[config.mk]
export PLATFORM = sky130hd
export DESIGN_NAME = mem_access_unit_flat
export DESIGN_NICKNAME = d
export VERILOG_FILES = /design/src/rtl/mem_access_unit_pkg.sv /design/src/rtl/mem_access_unit_if.sv /design/src/rtl/mem_access_unit_load_extract.sv /design/src/rtl/mem_access_unit.sv /design/src/flat_wrapper.sv
export SDC_FILE = /design/constraint.sdc
export NUM_CORES = 1
export LEC_CHECK = 0
export CAP_MARGIN = 20
export CORE_MARGIN = 5
export CORE_UTILIZATION = 40
export DETAILED_ROUTE_END_ITERATION = 12
export HOLD_SLACK_MARGIN = 0.08
export PLACE_DENSITY = 0.7
export SYNTH_ARGS = -nofsm -noshare
export SYNTH_HDL_FRONTEND = slang
export SYNTH_SLANG_ARGS = --single-unit
[constraint.sdc]
create_clock -name clk -period 3.2 [get_ports clk]
set_clock_uncertainty 0.15 [all_clocks]
set_input_delay 0.32 -clock clk [delete_from_list [all_inputs] [get_ports clk]]
set_output_delay 0.32 -clock clk [all_outputs]
set_load 0.005 [all_outputs]
[src/rtl/mem_access_unit_pkg.sv]
// Shared op codes, FSM states and datamemory bus encodings
// for the load/store front-end.
package mem_access_unit_pkg;

   typedef enum logic [2:0] {
      OP_LB  = 3'b000,
      OP_LH  = 3'b001,
      OP_LW  = 3'b010,
      OP_SB  = 3'b011,
      OP_LBU = 3'b100,
      OP_LHU = 3'b101,
      OP_SH  = 3'b110,
      OP_SW  = 3'b111
   } op_e;

   typedef enum logic [2:0] {
      S_IDLE,
      S_RD,
      S_RD_WAIT,
      S_WR,
      S_RESP
   } state_e;

   typedef struct packed {
      logic cs;
      logic wr_rd;
   } bus_t;

   localparam bus_t BUS_IDLE  = '{cs: 1'b0, wr_rd: 1'b0};
   localparam bus_t BUS_READ  = '{cs: 1'b0, wr_rd: 1'b1};
   localparam bus_t BUS_WRITE = '{cs: 1'b1, wr_rd: 1'b0};

   function automatic logic is_byte(op_e op);
      return op inside {OP_LB, OP_LBU, OP_SB};
   endfunction

   function automatic logic is_half(op_e op);
      return op inside {OP_LH, OP_LHU, OP_SH};
   endfunction

   function automatic logic is_word(op_e op);
      return op inside {OP_LW, OP_SW};
   endfunction

   function automatic logic is_signed(op_e op);
      return op inside {OP_LB, OP_LH};
   endfunction

endpackage

[src/rtl/mem_access_unit_if.sv]
// Request/response handshake between the MEM stage
// and the load/store front-end.
interface mem_access_unit_if #(
   parameter int DATA_W = 32
);
   logic              req_valid;
   logic              req_ready;
   logic [2:0]        req_op;
   logic [DATA_W-1:0] req_addr;
   logic [DATA_W-1:0] req_wdata;
   logic              resp_valid;
   logic [DATA_W-1:0] resp_rdata;
   logic              resp_err;

   modport master (
      output req_valid, req_op, req_addr, req_wdata,
      input  req_ready, resp_valid, resp_rdata, resp_err
   );

   modport slave (
      input  req_valid, req_op, req_addr, req_wdata,
      output req_ready, resp_valid, resp_rdata, resp_err
   );
endinterface

[src/rtl/mem_access_unit_load_extract.sv]
// Load lane select plus sign/zero extension of a
// little-endian memory word.
module load_extract
   import mem_access_unit_pkg::*;
#(
   parameter int DATA_W = 32
) (
   input  logic [DATA_W-1:0] word_i,
   input  logic [1:0]        off_i,
   input  op_e               op_i,
   output logic [DATA_W-1:0] rdata_o
);

   logic [7:0]  b;
   logic [15:0] h;
   logic        sx;

   assign b  = word_i[{off_i, 3'b000} +: 8];
   assign h  = word_i[{off_i[1], 4'b0000} +: 16];
   assign sx = is_signed(op_i);

   always_comb begin
      rdata_o = word_i;
      unique case (1'b1)
         is_byte(op_i):
            rdata_o = {{(DATA_W-8){sx & b[7]}}, b};
         is_half(op_i):
            rdata_o = {{(DATA_W-16){sx & h[15]}}, h};
         default: rdata_o = word_i;
      endcase
   end

endmodule

[src/rtl/mem_access_unit.sv]
// Load/store front-end to a word-wide datamemory with RMW for SB/SH.
// Define MEM_ALIGN_TRAP_EN to report misaligned LH/LHU/SH/LW/SW.
module mem_access_unit
   import mem_access_unit_pkg::*;
#(
   parameter int DATA_W    = 32,
   parameter int MEM_DEPTH = 1024
) (
   input  logic              clk,
   input  logic              rst_n,
   mem_access_unit_if.slave  req,
   output logic [DATA_W-1:0] mem_addr,
   output logic [DATA_W-1:0] mem_din,
   output logic              mem_wr_rd,
   output logic              mem_cs,
   input  logic [DATA_W-1:0] mem_dout
);

   state_e            state_q;
   op_e               op_q;
   logic [1:0]        off_q;
   logic [15:0]       wdata_q;
   logic              req_ready_q;
   logic              resp_valid_q;
   logic              resp_err_q;
   logic [DATA_W-1:0] resp_rdata_q;
   logic [DATA_W-1:0] mem_addr_q;
   logic [DATA_W-1:0] mem_din_q;
   bus_t              bus_q;

   op_e               op_in;
   logic [DATA_W-3:0] widx;
   logic              oor;
   logic              align_err;
   logic              err_d;
   logic [1:0]        off_d;
   logic [DATA_W-1:0] ld_data;
   logic [DATA_W-1:0] wr_word;

   assign op_in = op_e'(req.req_op);
   assign widx  = req.req_addr[DATA_W-1:2];
   assign oor   = widx >= (DATA_W-2)'(MEM_DEPTH);

`ifdef MEM_ALIGN_TRAP_EN
   assign align_err = (is_half(op_in) & req.req_addr[0])
                    | (is_word(op_in) & (|req.req_addr[1:0]));
`else
   assign align_err = 1'b0;
`endif

   assign err_d = oor | align_err;

   // Misaligned low bits are dropped when they are not trapped.
   always_comb begin
      off_d = req.req_addr[1:0];
      unique case (1'b1)
         is_word(op_in): off_d = 2'b00;
         is_half(op_in): off_d = {req.req_addr[1], 1'b0};
         default:        off_d = req.req_addr[1:0];
      endcase
   end

   load_extract #(
      .DATA_W (DATA_W)
   ) u_extract (
      .word_i  (mem_dout),
      .off_i   (off_q),
      .op_i    (op_q),
      .rdata_o (ld_data)
   );

   always_comb begin
      wr_word = mem_dout;
      unique case (1'b1)
         op_q == OP_SB:
            wr_word[{off_q, 3'b000} +: 8] = wdata_q[7:0];
         op_q == OP_SH:
            wr_word[{off_q[1], 4'b0000} +: 16] = wdata_q;
         default: wr_word = mem_dout;
      endcase
   end

   always_ff @(posedge clk or negedge rst_n) begin
      if (!rst_n) begin
         state_q      <= S_IDLE;
         op_q         <= OP_LB;
         off_q        <= 2'b00;
         wdata_q      <= '0;
         req_ready_q  <= 1'b1;
         resp_valid_q <= 1'b0;
         resp_err_q   <= 1'b0;
         resp_rdata_q <= '0;
         mem_addr_q   <= '0;
         mem_din_q    <= '0;
         bus_q        <= BUS_IDLE;
      end else begin
         unique case (state_q)
            S_IDLE: begin
               if (req.req_valid) begin
                  op_q        <= op_in;
                  off_q       <= off_d;
                  wdata_q     <= req.req_wdata[15:0];
                  req_ready_q <= 1'b0;
                  if (err_d) begin
                     state_q      <= S_RESP;
                     resp_valid_q <= 1'b1;
                     resp_err_q   <= 1'b1;
                     resp_rdata_q <= '0;
                  end else if (op_in == OP_SW) begin
                     state_q    <= S_WR;
                     mem_addr_q <= {2'b00, widx};
                     mem_din_q  <= req.req_wdata;
                     bus_q      <= BUS_WRITE;
                  end else begin
                     state_q    <= S_RD;
                     mem_addr_q <= {2'b00, widx};
                     bus_q      <= BUS_READ;
                  end
               end
            end
            S_RD: begin
               state_q <= S_RD_WAIT;
               bus_q   <= BUS_IDLE;
            end
            S_RD_WAIT: begin
               if (op_q inside {OP_SB, OP_SH}) begin
                  state_q   <= S_WR;
                  mem_din_q <= wr_word;
                  bus_q     <= BUS_WRITE;
               end else begin
                  state_q      <= S_RESP;
                  resp_valid_q <= 1'b1;
                  resp_rdata_q <= ld_data;
               end
            end
            S_WR: begin
               state_q      <= S_RESP;
               bus_q        <= BUS_IDLE;
               resp_valid_q <= 1'b1;
               resp_rdata_q <= '0;
            end
            S_RESP: begin
               state_q      <= S_IDLE;
               req_ready_q  <= 1'b1;
               resp_valid_q <= 1'b0;
               resp_err_q   <= 1'b0;
               resp_rdata_q <= '0;
            end
            default: begin
               state_q     <= S_IDLE;
               req_ready_q <= 1'b1;
               bus_q       <= BUS_IDLE;
            end
         endcase
      end
   end

   assign req.req_ready  = req_ready_q;
   assign req.resp_valid = resp_valid_q;
   assign req.resp_err   = resp_err_q;
   assign req.resp_rdata = resp_rdata_q;
   assign mem_addr       = mem_addr_q;
   assign mem_din        = mem_din_q;
   assign mem_cs         = bus_q.cs;
   assign mem_wr_rd      = bus_q.wr_rd;

endmodule
[src/flat_wrapper.sv]
// flat-port wrapper written by rule: the top's interface ports become plain ports
module mem_access_unit_flat import mem_access_unit_pkg::*;
#(
   parameter int DATA_W    = 32,
   parameter int MEM_DEPTH = 1024
)
  (clk, rst_n, mem_addr, mem_din, mem_wr_rd, mem_cs, mem_dout, req_req_valid, req_req_op, req_req_addr, req_req_wdata, req_req_ready, req_resp_valid, req_resp_rdata, req_resp_err);
  mem_access_unit_if #(.DATA_W(DATA_W)) req_i ();
  input  logic clk;
  input  logic rst_n;
  output logic [DATA_W-1:0] mem_addr;
  output logic [DATA_W-1:0] mem_din;
  output logic mem_wr_rd;
  output logic mem_cs;
  input  logic [DATA_W-1:0] mem_dout;
  input wire logic [$bits(req_i.req_valid)-1:0] req_req_valid;
  input wire logic [$bits(req_i.req_op)-1:0] req_req_op;
  input wire logic [$bits(req_i.req_addr)-1:0] req_req_addr;
  input wire logic [$bits(req_i.req_wdata)-1:0] req_req_wdata;
  output wire logic [$bits(req_i.req_ready)-1:0] req_req_ready;
  output wire logic [$bits(req_i.resp_valid)-1:0] req_resp_valid;
  output wire logic [$bits(req_i.resp_rdata)-1:0] req_resp_rdata;
  output wire logic [$bits(req_i.resp_err)-1:0] req_resp_err;
  assign req_i.req_valid = req_req_valid;
  assign req_i.req_op = req_req_op;
  assign req_i.req_addr = req_req_addr;
  assign req_i.req_wdata = req_req_wdata;
  assign req_req_ready = req_i.req_ready;
  assign req_resp_valid = req_i.resp_valid;
  assign req_resp_rdata = req_i.resp_rdata;
  assign req_resp_err = req_i.resp_err;
  mem_access_unit #(.DATA_W(DATA_W), .MEM_DEPTH(MEM_DEPTH)) u_core (.clk(clk), .rst_n(rst_n), .req(req_i), .mem_addr(mem_addr), .mem_din(mem_din), .mem_wr_rd(mem_wr_rd), .mem_cs(mem_cs), .mem_dout(mem_dout));
endmodule
==> impl_metrics.toml <==
[yosys]
ys_seq_elements = 123
syn_inst = 633
synth-edff-count = 0
netlist_area_um2 = 6509
ys_async_sr_fraction_pct = 100.0
synth_cell_types = 56
synth_largest_area_cell = "dfrtp_1"
synthTopCellsByArea = "dfrtp_1 47%, mux2_4 4.8%, nand2_1 4.3%, mux2_2 3.6%, nor2_1 3.5%"
yosys_warnings = 0
avgSynthCellArea_um2 = 10.28
yosysMostFrequentCell = "dfrtp_1"
post-synth-top-area-fraction_pct = 46.91
yosysSeqAreaShare_pct = 47.31
synth_flop_cell = "dfrtp_1"
synth_common_cells = "122 x dfrtp_1, 74 x nand2_1, 60 x nor2_1, 41 x a21oi_1, 25 x a22o_1"

[finish]
multiInputGateArea_um2 = 3136
seq_area_um2 = 3079
final_cells = 1052
drive_gt1_share_pct = 11.72
antenna_cells = 0
nFillCells = 1353
final_nets = 930
synthToLayoutAreaGrowth_pct = 41.85

[drt]
ant_nets = 0
drc_errors = 0
first_pass_iters = 5
drt_wl_total_um = 21170
vias = 5797
drt_iter0_markers = 362
routed_via_density = 5.510
routedWlPerCell_um = 20.13

[die]
start_util_pct = 40.83
core_um2 = 15940
die_w_um = 137.6
row_count = 46
die-area_um2 = 18920
fp.dieH_um = 137.6
io_pins = 203

[clock_network]
cts_tree = "yes"
cts.sinks = 123
cts_setup_buffers = 0
cts_buffer_depth = 2
cts_made_buffers = 17
clock_latency_ps = 420
htreeDepth = 4
clkTransAtPathRegs_ps = 60
clockRootBuffer = "clkbuf_16"
cts.repair.resized = 0

[sta]
slew_headroom_pct = 40.60
setup_viol = 0
tns_ps = 0
slew_violations = 0
period_needed_ps = 2693
rsz0062_at_grt = "false"
finalHoldViolCount = 0
tightest_slew_ps = 891.0
finalCritPeriodShare_pct = 84.16
max_freq_mhz = 371.3
setup_slack_ps = 506.9

[grt]
grt_usage_pct = 22.90
antenna_found_initial = 0
grt_pass1_wl_um = 33180
grt_pass1_vias = 5973
grt_max_degree = 71
grt-ovfl-total = 0

[worst_setup_path]
end_kind = "flip-flop"
worst-setup-path-type = "flip-flop to flip-flop"
worstPathMaxFanout = 21
arrival_ps = 2860
r2r_start = "u_core.op_q[1]"
reg2reg_depth = 5
worstPathRequired_ps = 3360
rrSetupSlack_ps = 510
r2r_end = "u_core.mem_din[25]"
cp-start-kind = "flip-flop"

[worst_hold_path]
hp-start = "req_req_wdata[2]"
hp-class = "input port to flip-flop"
hold_depth = 3
min_to = "u_core.wdata_q[2]"

[power]
clkPwrFrac_pct = 28.5
power_w = 0.006359
power_switching_w = 0.002192
leakagePower_nw = 4.283
p_int_w = 0.004167
ir_drop_v = 0.0003558
swShare_pct = 34.47
power.density_nw_per_um2 = 688.8
seqPwrFrac_pct = 36.5
power_frac_comb_pct = 35.0

[job]
drv_cap = 0

[place]
port_buffers = 200
place_ws_ps = 449.4
dp_cells = 1019
hpwl_um = 15790
place_congestion = 0.9041

[run_status]
status = "complete, no violations"
[registers in the layout, summed over array words and instances (netlist names), 2 cells and up]
signal	count
u_core.op_q	3
u_core.mem_din	32
u_core.off_q	2
u_core.mem_addr	30
u_core.wdata_q	16
u_core.state_q	3
u_core.req.resp_rdata	32
[layer usage]
layer	up-vias	part of all wire, %	GRT usage (%)	routed length, µm
met5	-	0	0	0
met4	0	3.5	10.14	751
met3	48	9.7	7.122	2045
met2	314	47	36.12	9925
met1	2772	40	28.92	8452
li1	2663	-	-	-
[cell families (layout without fill, tap and decap cells)]
family          after synthesis  count (layout)  share of synthesized area, %
compound gates              178             178                         20.36
xor+xnor                      2               2                        0.2692
fa+ha+maj                     5               5                        0.9612
buf+inv                      63             265                         4.825
flops                       123             123                         47.31
mux                          60              60                         11.44
other cells                   1               2                       0.05761
simple gates                201             201                         14.78
[power groups by stage]
stage,Clock [W],Combinational [W],Sequential (W)
6_report,0.00181,0.00222,0.00232
5_1_grt,0.00192,0.00243,0.00238
4_1_cts,0.00184,0.00223,0.00232
3_5_place_dp,0,0.00222,0.00234
3_3_place_gp,0,0.00214,0.00232
2_1_floorplan,0,0.00135,0.00217
[area by class of cell]
type | instances | share of cell area, %
multi-input cells | 448 | 33.96
flip-flops and latches | 123 | 33.35
repair buffers | 214 | 22.96
clock buffers | 21 | 4.987
well taps | 216 | 2.927
clock inverters | 11 | 1.044
inverters | 19 | 0.7725
[placed cells by master (no fill, tap or decap), types with 19 or more instances in the layout]
cell | Yosys | final
mux2_4 | 21 | 21
nor2_1 | 60 | 60
inv_1 | 19 | 19
nor2b_1 | 22 | 22
a21oi_1 | 41 | 41
mux2_2 | 21 | 21
nand2_1 | 74 | 74
clkdlybuf4s50_1 | 0 | 199
dfrtp_1 | 122 | 122
a22o_1 | 25 | 25
o21ai_0 | 20 | 20
[through the flow]
step                instance area, µm²  hold slack (ps)  utilization, %
floorplan                         6513           -125.6               -
global placement                  8666            324.9           54.36
detailed placement                8666            325.5           54.36
CTS                               9233            316.1           57.91
global route                      9233            333.5           57.91
finish                            9233            327.4           57.91
[critical path, cell delays in order, from the launching register on]
cell and delay, ps:
dfrtp_1 650, and3b_1 730, nor2_1 320, a22oi_1 350, a21oi_1 120, mux2_2 260
[worst max-delay path by stage]
stage,start,to,slack (ps),cells after the start
floorplan,u_core.off_q[1],u_core.mem_din[15],650,10
global placement,req_req_addr[25],u_core.req.resp_valid,530,7
detailed placement,req_req_addr[25],u_core.req.resp_rdata[13],450,7
CTS,u_core.op_q[1],u_core.mem_din[27],550,5
global route,u_core.op_q[1],u_core.mem_din[27],350,5
finish,u_core.op_q[1],u_core.mem_din[25],510,5
[what timing repair did]
item,4_1_cts,5_1_grt
hold endpoints to repair,68,0
endpoints found under the setup margin,0,0
hold buffers,1,0
(Power assumes the default switching activity.)
